## src/rtl/bcd_score_display.sv

```systemverilog
// Score/best-score display selector feeding the 7-segment decoder stage.
// Keeps the best score internally and blinks the display after a new record.
module bcd_score_display #(
  parameter int DIGITS          = 4,
  parameter int LOWER_IS_BETTER = 1,
  parameter int BLINK_DIV       = 25000000
) (
  input  logic                  Clk,
  input  logic                  Reset,
  input  logic [1:0]            state,
  input  logic [4*DIGITS-1:0]   score,
  input  logic                  score_valid,
  input  logic                  clear_hs,
  output logic [4*DIGITS-1:0]   disp,
  output logic [DIGITS-1:0]     blank,
  output logic                  new_high,
  output logic                  bad_bcd
);

  localparam int W     = 4*DIGITS;
  localparam int CNT_W = (BLINK_DIV > 2) ? $clog2(BLINK_DIV) : 1;
  localparam logic [W-1:0] HS_INIT = (LOWER_IS_BETTER != 0) ? {DIGITS{4'h9}} : '0;

  typedef enum logic [1:0] {
    ST_IDLE  = 2'd0,
    ST_RUN   = 2'd1,
    ST_DONE  = 2'd2,
    ST_OTHER = 2'd3
  } game_state_t;

  function automatic logic has_bad_digit(input logic [W-1:0] v);
    logic bad;
    bad = 1'b0;
    for (int i = 0; i < DIGITS; i++) begin
      if (v[4*i +: 4] > 4'd9) bad = 1'b1;
    end
    return bad;
  endfunction

  // Packed BCD compares correctly as plain unsigned binary.
  function automatic logic is_record(input logic [W-1:0] cand, input logic [W-1:0] ref_v);
    return (LOWER_IS_BETTER != 0) ? (cand < ref_v) : (cand > ref_v);
  endfunction

  logic [W-1:0]      r_best;
  logic [W-1:0]      r_final;
  logic [W-1:0]      r_disp;
  logic [DIGITS-1:0] r_blank;
  logic              r_new_high;
  logic              r_bad_bcd;
  logic [CNT_W-1:0]  r_blink_cnt;
  logic              r_phase;

  game_state_t       w_state;
  logic              w_blink_on;
  logic              w_cnt_wrap;
  logic [CNT_W-1:0]  w_cnt_next;
  logic              w_phase_next;
  logic              w_bad_digit;
  logic              w_record;

  assign w_state     = game_state_t'(state);
  assign w_blink_on  = (w_state == ST_DONE) && r_new_high;
  assign w_cnt_wrap  = (r_blink_cnt == CNT_W'(BLINK_DIV - 1));
  assign w_bad_digit = has_bad_digit(score);
  assign w_record    = is_record(score, r_best);

  // blank follows the next phase so the first dark half lands BLINK_DIV cycles in
  always_comb begin
    w_cnt_next   = '0;
    w_phase_next = 1'b0;
    if (w_blink_on) begin
      w_cnt_next   = w_cnt_wrap ? '0 : r_blink_cnt + 1'b1;
      w_phase_next = w_cnt_wrap ? ~r_phase : r_phase;
    end
  end

  always_ff @(posedge Clk) begin
    if (Reset) begin
      r_best      <= HS_INIT;
      r_final     <= '0;
      r_disp      <= HS_INIT;
      r_blank     <= '0;
      r_new_high  <= 1'b0;
      r_bad_bcd   <= 1'b0;
      r_blink_cnt <= '0;
      r_phase     <= 1'b0;
    end else begin
      r_blink_cnt <= w_cnt_next;
      r_phase     <= w_phase_next;
      r_blank     <= {DIGITS{w_phase_next}};

      case (w_state)
        ST_IDLE: r_disp <= r_best;
        ST_DONE: r_disp <= r_final;
        default: r_disp <= score;
      endcase

      r_bad_bcd <= 1'b0;
      if (w_state == ST_IDLE) r_new_high <= 1'b0;

      // A round result overrides the idle clear of new_high in the same cycle.
      if (clear_hs) begin
        r_best     <= HS_INIT;
        r_new_high <= 1'b0;
      end else if (score_valid) begin
        if (w_bad_digit) begin
          r_bad_bcd <= 1'b1;
        end else begin
          r_final <= score;
          if (w_record) begin
            r_best     <= score;
            r_new_high <= 1'b1;
          end else begin
            r_new_high <= 1'b0;
          end
        end
      end
    end
  end

  assign disp     = r_disp;
  assign blank    = r_blank;
  assign new_high = r_new_high;
  assign bad_bcd  = r_bad_bcd;

endmodule

```

## config.mk

```make
export PLATFORM = sky130hd
export DESIGN_NAME = bcd_score_display
export DESIGN_NICKNAME = d
export VERILOG_FILES = /design/src/rtl/bcd_score_display.sv
export SDC_FILE = /design/constraint.sdc
export NUM_CORES = 1
export LEC_CHECK = 0
export CAP_MARGIN = 0
export CORE_MARGIN = 5
export CORE_UTILIZATION = 45
export DETAILED_ROUTE_END_ITERATION = 6
export HOLD_SLACK_MARGIN = 0.1
export PLACE_DENSITY = 0.71
export SETUP_SLACK_MARGIN = 0.15
export SYNTH_ARGS = -nofsm -noshare
export SYNTH_HDL_FRONTEND = slang
export SYNTH_SLANG_ARGS = --single-unit
```

## constraint.sdc

```tcl
create_clock -name Clk -period 2.42 [get_ports Clk]
set_clock_uncertainty 0.1 [all_clocks]
set_input_delay 0.484 -clock Clk [delete_from_list [all_inputs] [get_ports Clk]]
set_output_delay 0.484 -clock Clk [all_outputs]
set_load 0.02 [all_outputs]
```

# [Word-level counts from Yosys, hierarchy flattened]
# Index checks and enable logic that the tools add are counted.
[totals] register_bits=77 out_inout_bits=22
[classes] n_addsub=1 magnitude_cmp=5 eq_ne=2 n_mux=12 bitwise_logic=5 n_reduce_logical=7
[ops] cell="case mux 16 bit (2 select lines)" count=1
[ops] cell="adder 25 x 1 -> 25 bit, second input constant" count=1
[ops] cell="equality test 25 bit, second input constant" count=1
[ops] cell="greater-than comparator 4 bit, second input constant" count=4
[ops] cell="less-than comparator 16 bit" count=1
[ops] cell="two-way mux 1 bit" count=11
[ops] cell="AND reduction 3 bit" count=2
[ops] cell="OR reduction 3 bit" count=2
[ops] cell="inverter 1 bit" count=5
[ops] cell="equality test 2 bit, second input constant" count=1
[ops] cell="logical NOT 2 bit" count=1
[ops] cell="OR reduction 2 bit" count=1
[ops] cell="logical AND 1 bit" count=1

# [Longest topological paths before layout]
[depth] ltp_word=7 depth_mapped=9

# [Worst setup path after synthesis]
# No wires, ideal clock.
[synth_path] kind="input to register" startpoint="in score[7]" endpoint="reg r_best[10]" arrival_ns=1.879 t_required_ns=2.201 setup_slack_ns=0.322 cell_stages=7 path_buffers=1 cell_sequence="ha_1 > a21oi_1 > nand3_1 > a22oi_1 > nand3_2 > buf_6 > mux2i_1"
[synth_between] elab_chain_len=6
[synth_lines] item="start, declared" line="11" rtl="input logic [4*DIGITS-1:0] score,"
[synth_lines] item="greater-than comparator 4 bit" line="35" rtl="if (v[4*i +: 4] > 4'd9) bad = 1'b1;"
[synth_lines] item="two-way mux 1 bit (3 in series)" line="35"
[synth_lines] item="inverter 1 bit (no source line)"
[synth_lines] item="AND reduction 3 bit (no source line) *"
[synth_lines] item="end signal, assigned" line="112" rtl="r_best <= score;"
[synth_lines] item="end, declared" line="45" rtl="logic [W-1:0] r_best;"
# Every way passes the cells marked *; elsewhere a longest branch is shown, timed or not.
# A chain may end at the register's enable or synchronous reset.

# [Worst setup path after layout]
[layout_path] startpoint="in score[1]" endpoint="reg r_best[3]"
[layout_between] elab_chain_len=7
[layout_lines] item="greater-than comparator 4 bit" line="35"
[layout_lines] item="two-way mux 1 bit (4 in series)" line="35"
[layout_lines] item="inverter 1 bit (no source line)"
[layout_lines] item="AND reduction 3 bit (no source line) *"
# Marked as above.

==> qor.csv <==
stage,metric,value,unit
outcome,status,"complete, no violations",
finish,utilization,57.4,%
yosys,netlist_instances,412,
sta,fmax,444,MHz
finish,drive_gt1_share,12.8,%
worst_setup_path,r2r-start,r_best[13],
routing,ant_nets,0,
finish,multi_input_area,0.00200,mm²
routing,routedWlPerCell,14.4,µm
finish,final_common_cell,dfxtp_1,
yosys,synth_area,0.00366,mm²
worst_setup_path,start_kind,primary input,
worst_setup_path,r2r_cells,7,
routing,drc,0,
yosys,ys_ff_latch,76,
routing,wl_met2,4120,µm
clocking,path_clk_slew,0.08,ns
global_routing,overflow,0,
sta,maxSlewHeadroom,57.9,%
floorplanning,die_h,100,µm
global_routing,grt_usage,17.7,%
place,port_buffers,43,
yosys,yosysWarnings,0,
yosys,syn-num-nets,450,
routing,vias,3069,
pwr,vdd_drop_max,345,µV
clocking,cts_buffers,9,
floorplanning,start_util,45.3,%
clocking,clk_path_buf_depth,2,
sta,final-hold-violation-count,0,
worst_setup_path,cp_max_fo,8,
sta,setup_viol,0,
finish,nets,516,
finish,final_area,0.00465,mm²
sta,fin_tns_setup,0,ns
routing,met3_length,333,µm
yosys,synth-main-ff-cell,dfxtp_1,
floorplanning,core-area,0.00809,mm²
finish,area_growth,26.8,%
worst_setup_path,rrSetupSlack,0.35,ns
routing,topRoutingLayerUsed,met4,
pwr,p_per_area,562,mW/mm²
worst_setup_path,crit_chain,clkdlybuf4s50_1 -> ha_1 -> a2111o_1 -> a41o_4 -> nor4_1 -> o21ai_1,
place,globalplace.congestion,0.845,
sta,timing.final.crit_share,93.1,%
sta,slew_viol_final,0,
clocking,cts_tree,built,
finish,regArea,0.00152,mm²
global_routing,antenna_found_initial,0,
clocking,cts-root-buf,clkbuf_8,
sta,period_needed,2.25,ns
finish,layout_common_cells,"dfxtp_1, nor2_1, clkdlybuf4s50_1",
clocking,insertion_delay,0.35,ns
worst_setup_path,worstPathRequired,2.54,ns
worst_setup_path,r2r_end,r_best[3],
floorplanning,fp.dieArea,0.0100,mm²
clocking,cts_hold_buf,0,
global_routing,grt_pass1_vias,3062,
clocking,h-tree-depth,3,
worst_setup_path,crit_arrival,2.38,ns
hold_path,min_path_type,flip-flop to flip-flop,
finish,diodes,0,
routing,drt_pass1_iterations,4,
worst_setup_path,cp_num_buf_inv,1,
worst_setup_path,crit_family,compound AO/OA/AOI/OAI gates,
global_routing,grt_pass1_wl,14300,µm
routing,met1_length,3890,µm
hold_path,holdPathEnd,r_blink_cnt[0],
place,dp_hpwl,6090,µm
routing,wirelength,8440,µm
floorplanning,ioPinCount,44,
worst_setup_path,critPathKind,primary input to flip-flop,
clocking,cts.sinks,76,
worst_setup_path,cp_slowest_cell,clkdlybuf4s50_1,
place,placed_cell_area,0.00439,mm²
finish,n_fill_cell,704,
floorplanning,rows,33,
sta,worstMarginPinSlew,0.627,ns
hold_path,min_from,r_blink_cnt[0],
routing,first_iter_violations,82,
worst_setup_path,crit_path_end_kind,flip-flop,
place,dp_slack,-0.350,ns
routing,via_per_inst,5.22,
floorplanning,die_w,100,µm
worst_setup_path,slowest_delay,0.44,ns
sta,layout_setup_ws,0.166,ns
sta,rsz0062_at_grt,yes,
yosys,synth-edff-count,0,
yosys,async_flop_share,0,%
yosys,yosysUniqueCellTypes,43,
global_routing,grt_max_degree,31,
yosys,ys_seq_area_share,41.5,%
hold_path,hold_path_depth,1,
run,maxCapViolations,0,
yosys,syn_area_per_cell,8.89,µm²
pwr,p_leak,1.82,nW
power by group:
part	switching [mW]	internal [mW]	total [mW]
Sequential	0.00837	1.27	1.28
Combinational	0.145	0.138	0.284
Clock	0.466	0.581	1.05
Total	0.620	1.99	2.61
per-layer routing:
metal,up-vias,GRT usage (%)
li1,1564,-
met1,1438,22.5
met2,58,29.4
met3,9,5.07
met4,0,4.66
met5,-,0
layout make-up:
type | instances | share of cell area [%]
clock inverter | 6 | 1.91
clock buffer | 10 | 2.75
tap | 105 | 2.83
sequential | 76 | 32.7
inverter | 17 | 1.37
multi-input combinational | 296 | 43.0
timing repair buffer | 78 | 15.4
Yosys cell counts, types with 10 or more instances:
cell type,instances,area (µm²)
nand4_1,10,62.6
mux2i_1,40,400
nand3_1,17,85.1
ha_1,16,200
dfxtp_1,76,1520
xor2_1,19,166
clkbuf_1,11,41.3
o21ai_1,13,65.1
nor2_1,65,244
a21oi_1,11,55.1
nand2_1,31,116
inv_1,17,63.8
repair_timing:
item                                    4_1_cts  5_1_grt
setup buffers                                 0        0
endpoints found under the setup margin        8       15
resized for setup                             5        3
registers in the layout, summed over array words and instances, names as in the netlist:
register and count:
r_blink_cnt 25, bad_bcd 1, r_phase 1, r_final 16, new_high 1, disp 16
r_best 16
cell families (layout without fill, tap and decap cells):
kind of cell	count (synthesis)	after routing	share of synthesized area, %
and+or+nand+nor	166	166	22.6
DFF	76	76	41.5
AOI/OAI and AO/OA	49	49	8.30
muxes	41	41	11.2
buffers and inverters	40	111	5.09
xor gates and xnor gates	24	24	5.74
adders and majority gates	16	16	5.46
worst max-delay path by stage:
stage | from | end | slack, ns | cells past startpoint
4_1_cts | score[1] | r_best[3] | 0.15 | 6
3_5_place_dp | score[13] | r_best[11] | -0.35 | 7
5_1_grt | score[7] | r_best[3] | 0.12 | 7
2_1_floorplan | score[7] | r_best[10] | 0.32 | 7
6_report | score[1] | r_best[3] | 0.17 | 6
3_3_place_gp | score[13] | r_best[3] | -0.24 | 7
stage by stage:
stage                     instances  power, mW  hold slack [ns]
after floorplan                 412       1.44            0.330
after global placement          572       1.58            0.342
after detailed placement        572       1.59            0.348
after CTS                       588       2.63            0.365
after global routing            588       2.73            0.377
final                           588       2.61            0.363
Note: power is estimated with default switching activity, not from simulation.
==> RTL change (config.mk and constraints unchanged) <==
Reset style: asynchronous (`Reset`), changed in one clocked block.
--- a/src/rtl/bcd_score_display.sv
+++ b/src/rtl/bcd_score_display.sv
@@ -75,7 +75,7 @@
     end
   end
 
-  always_ff @(posedge Clk) begin
+  always_ff @(posedge Clk or posedge Reset) begin
     if (Reset) begin
       r_best      <= HS_INIT;
       r_final     <= '0;
Formal check against the unedited RTL: differs if Reset is asserted again (counterexample within 4 cycles, from zero or initial values and one cycle with Reset high); with Reset held inactive, the same outputs for 4 cycles.
==> RTL change against the unedited design <==
- sequential cell count did not move
- routed wire length rose by 0.59%
- final area rose by 6.5%
- final cell count fell by 8.8%
- synthesized cell count fell by 16%
- area after synthesis rose by 3.6%
- power rose by 12%
- setup slack got worse by 61 ps
==> RTL change: results (changes against the unedited design) <==
metric	value	unit	change
status	completed		
met2 usage	29.4	%	+0.069 points
dpl ws	-347	ps	+3.72 ps
fraction of layout cells with a size suffix above 1	29.0	%	+16 points
Biggest register	r_blink_cnt		
# H-tree levels	3		unchanged
Critical Path AT	2490	ps	+110 ps
CTS buffer count	9		unchanged
Worst-Skew Late Latency	350	ps	about the same
WL final	8490	um	+0.59%
DR top layer	met4		
synth warn	0		unchanged
Slew @ Worst Pin	431	ps	-196 ps
routability-driven placement congestion ratio	0.834		-1.3%
IR Drop Worst-Case VDD	0.425	mV	+23%
Top delay family on crit path	compound AO/OA/AOI/OAI gates		
M1 WL	3580	um	-8.1%
max reg flops	25		unchanged
DRT iter0 DRCs	115		+40%
Port-buffer cells	43		unchanged
slowest CP cell	dfstp_2		
Mapped Cells	347		-16%
CP Max Fanout	7		-1
Netlist cell types	46		+7.0%
Mapped Nets	385		-14%
slowest stage delay, CP	540	ps	+100 ps
antenna cells	0		unchanged
post-synthesis async set-or-reset flop share	100	%	+100 points
DP Area	0.00452	mm^2	+2.9%
vias in the first global route	2904		-5.2%
antenna violations before repair	0		unchanged
met3 routed WL	329	um	-1.2%
most frequent cells after synthesis	60 x dfrtp_1, 31 x nor2_1, 28 x nand2_1		
routing usage on met1	20.7	%	-1.8 points
clock tree buffer depth	2		unchanged
Seq/Total Area, Yosys	50.7	%	+9.1 points
Via-to-Cell Ratio	5.36		+2.8%
root buffer cell	clkbuf_8		
Placed Cells	512		-10%
hpwl dp	6030	um	-1.0%
drt pass-1 iters	4		unchanged
largest net degree at the start of global routing	41		+32%
wire length on met2	4380	um	+6.4%
cell leakage power	0.00217	uW	+19%
Hold Crit Class	in2async		
Reg clk slew, reported paths	80	ps	about the same
GRT met3 Usage	3.96	%	-1.1 points
# nets final	464		-10%
first-pass GRT wire length	13800	um	-3.7%
gr usage total	17.0	%	-0.68 points
synth top area cells	dfrtp_1 40%, dfstp_2 11%, ha_1 5.3%		
Finished Layout Cells	536		-8.8%
## RTL change: cell count changes in the layout (fill, tap and decap cells not counted), sizes merged, moves of 15 or more
cell and change:
dfstp +16, mux2 +15, dfrtp +60, dfxtp -76
mux2i -24, nor2 -32
## RTL change: layout make-up
cell class | instances | area, um^2
Timing Repair Buffer | 87 | 802
Sequential cell | 76 | 1920
Clock inverter | 7 | 73.8
Clock buffer | 9 | 124
Fill cell | 683 | 3270
Multi-Input combinational cell | 234 | 1820
Inverter | 18 | 71.3
Tap cell | 105 | 131
## RTL change: final timing paths
check                      slack [ps]  cells after the start           to   startpoint
setup / recovery                  110                      9   r_best[11]   r_best[11]
hold / removal                    340                      2  r_final[12]        Reset
setup reg to reg                  110                      9   r_best[11]   r_best[11]
hold reg to reg                   410                      1  r_final[10]  r_final[10]
max in group asynchronous        1220                      3      disp[3]        Reset
min in group Clk                  360                      3      disp[8]     score[8]
## RTL change: repair_timing
item | CTS | global route
cloned | 1 | 0
setup endpoints to repair | 25 | 33
endpoints found under the hold margin | 0 | 0
pin swaps | 9 | 14
gates resized for setup | 25 | 19
buffers inserted | 2 | 5
## RTL change: logic make-up (layout without fill, tap and decap cells)
family	count (synthesis)	in the layout	synth area share (%)
buffers and inverters	37	121	5.05
and+or+nand+nor	103	103	14.0
muxes	32	32	8.97
adders and majority gates	16	16	5.28
DFF	76	76	50.7
xor gates and xnor gates	24	24	5.54
AOI/OAI and AO/OA	59	59	10.6
## RTL change: report_power, final
part	switching (uW)	internal (uW)	leakage, uW
registers	54.4	1400	0.000965
logic	238	267	0.00111
clock network	494	482	0.000100
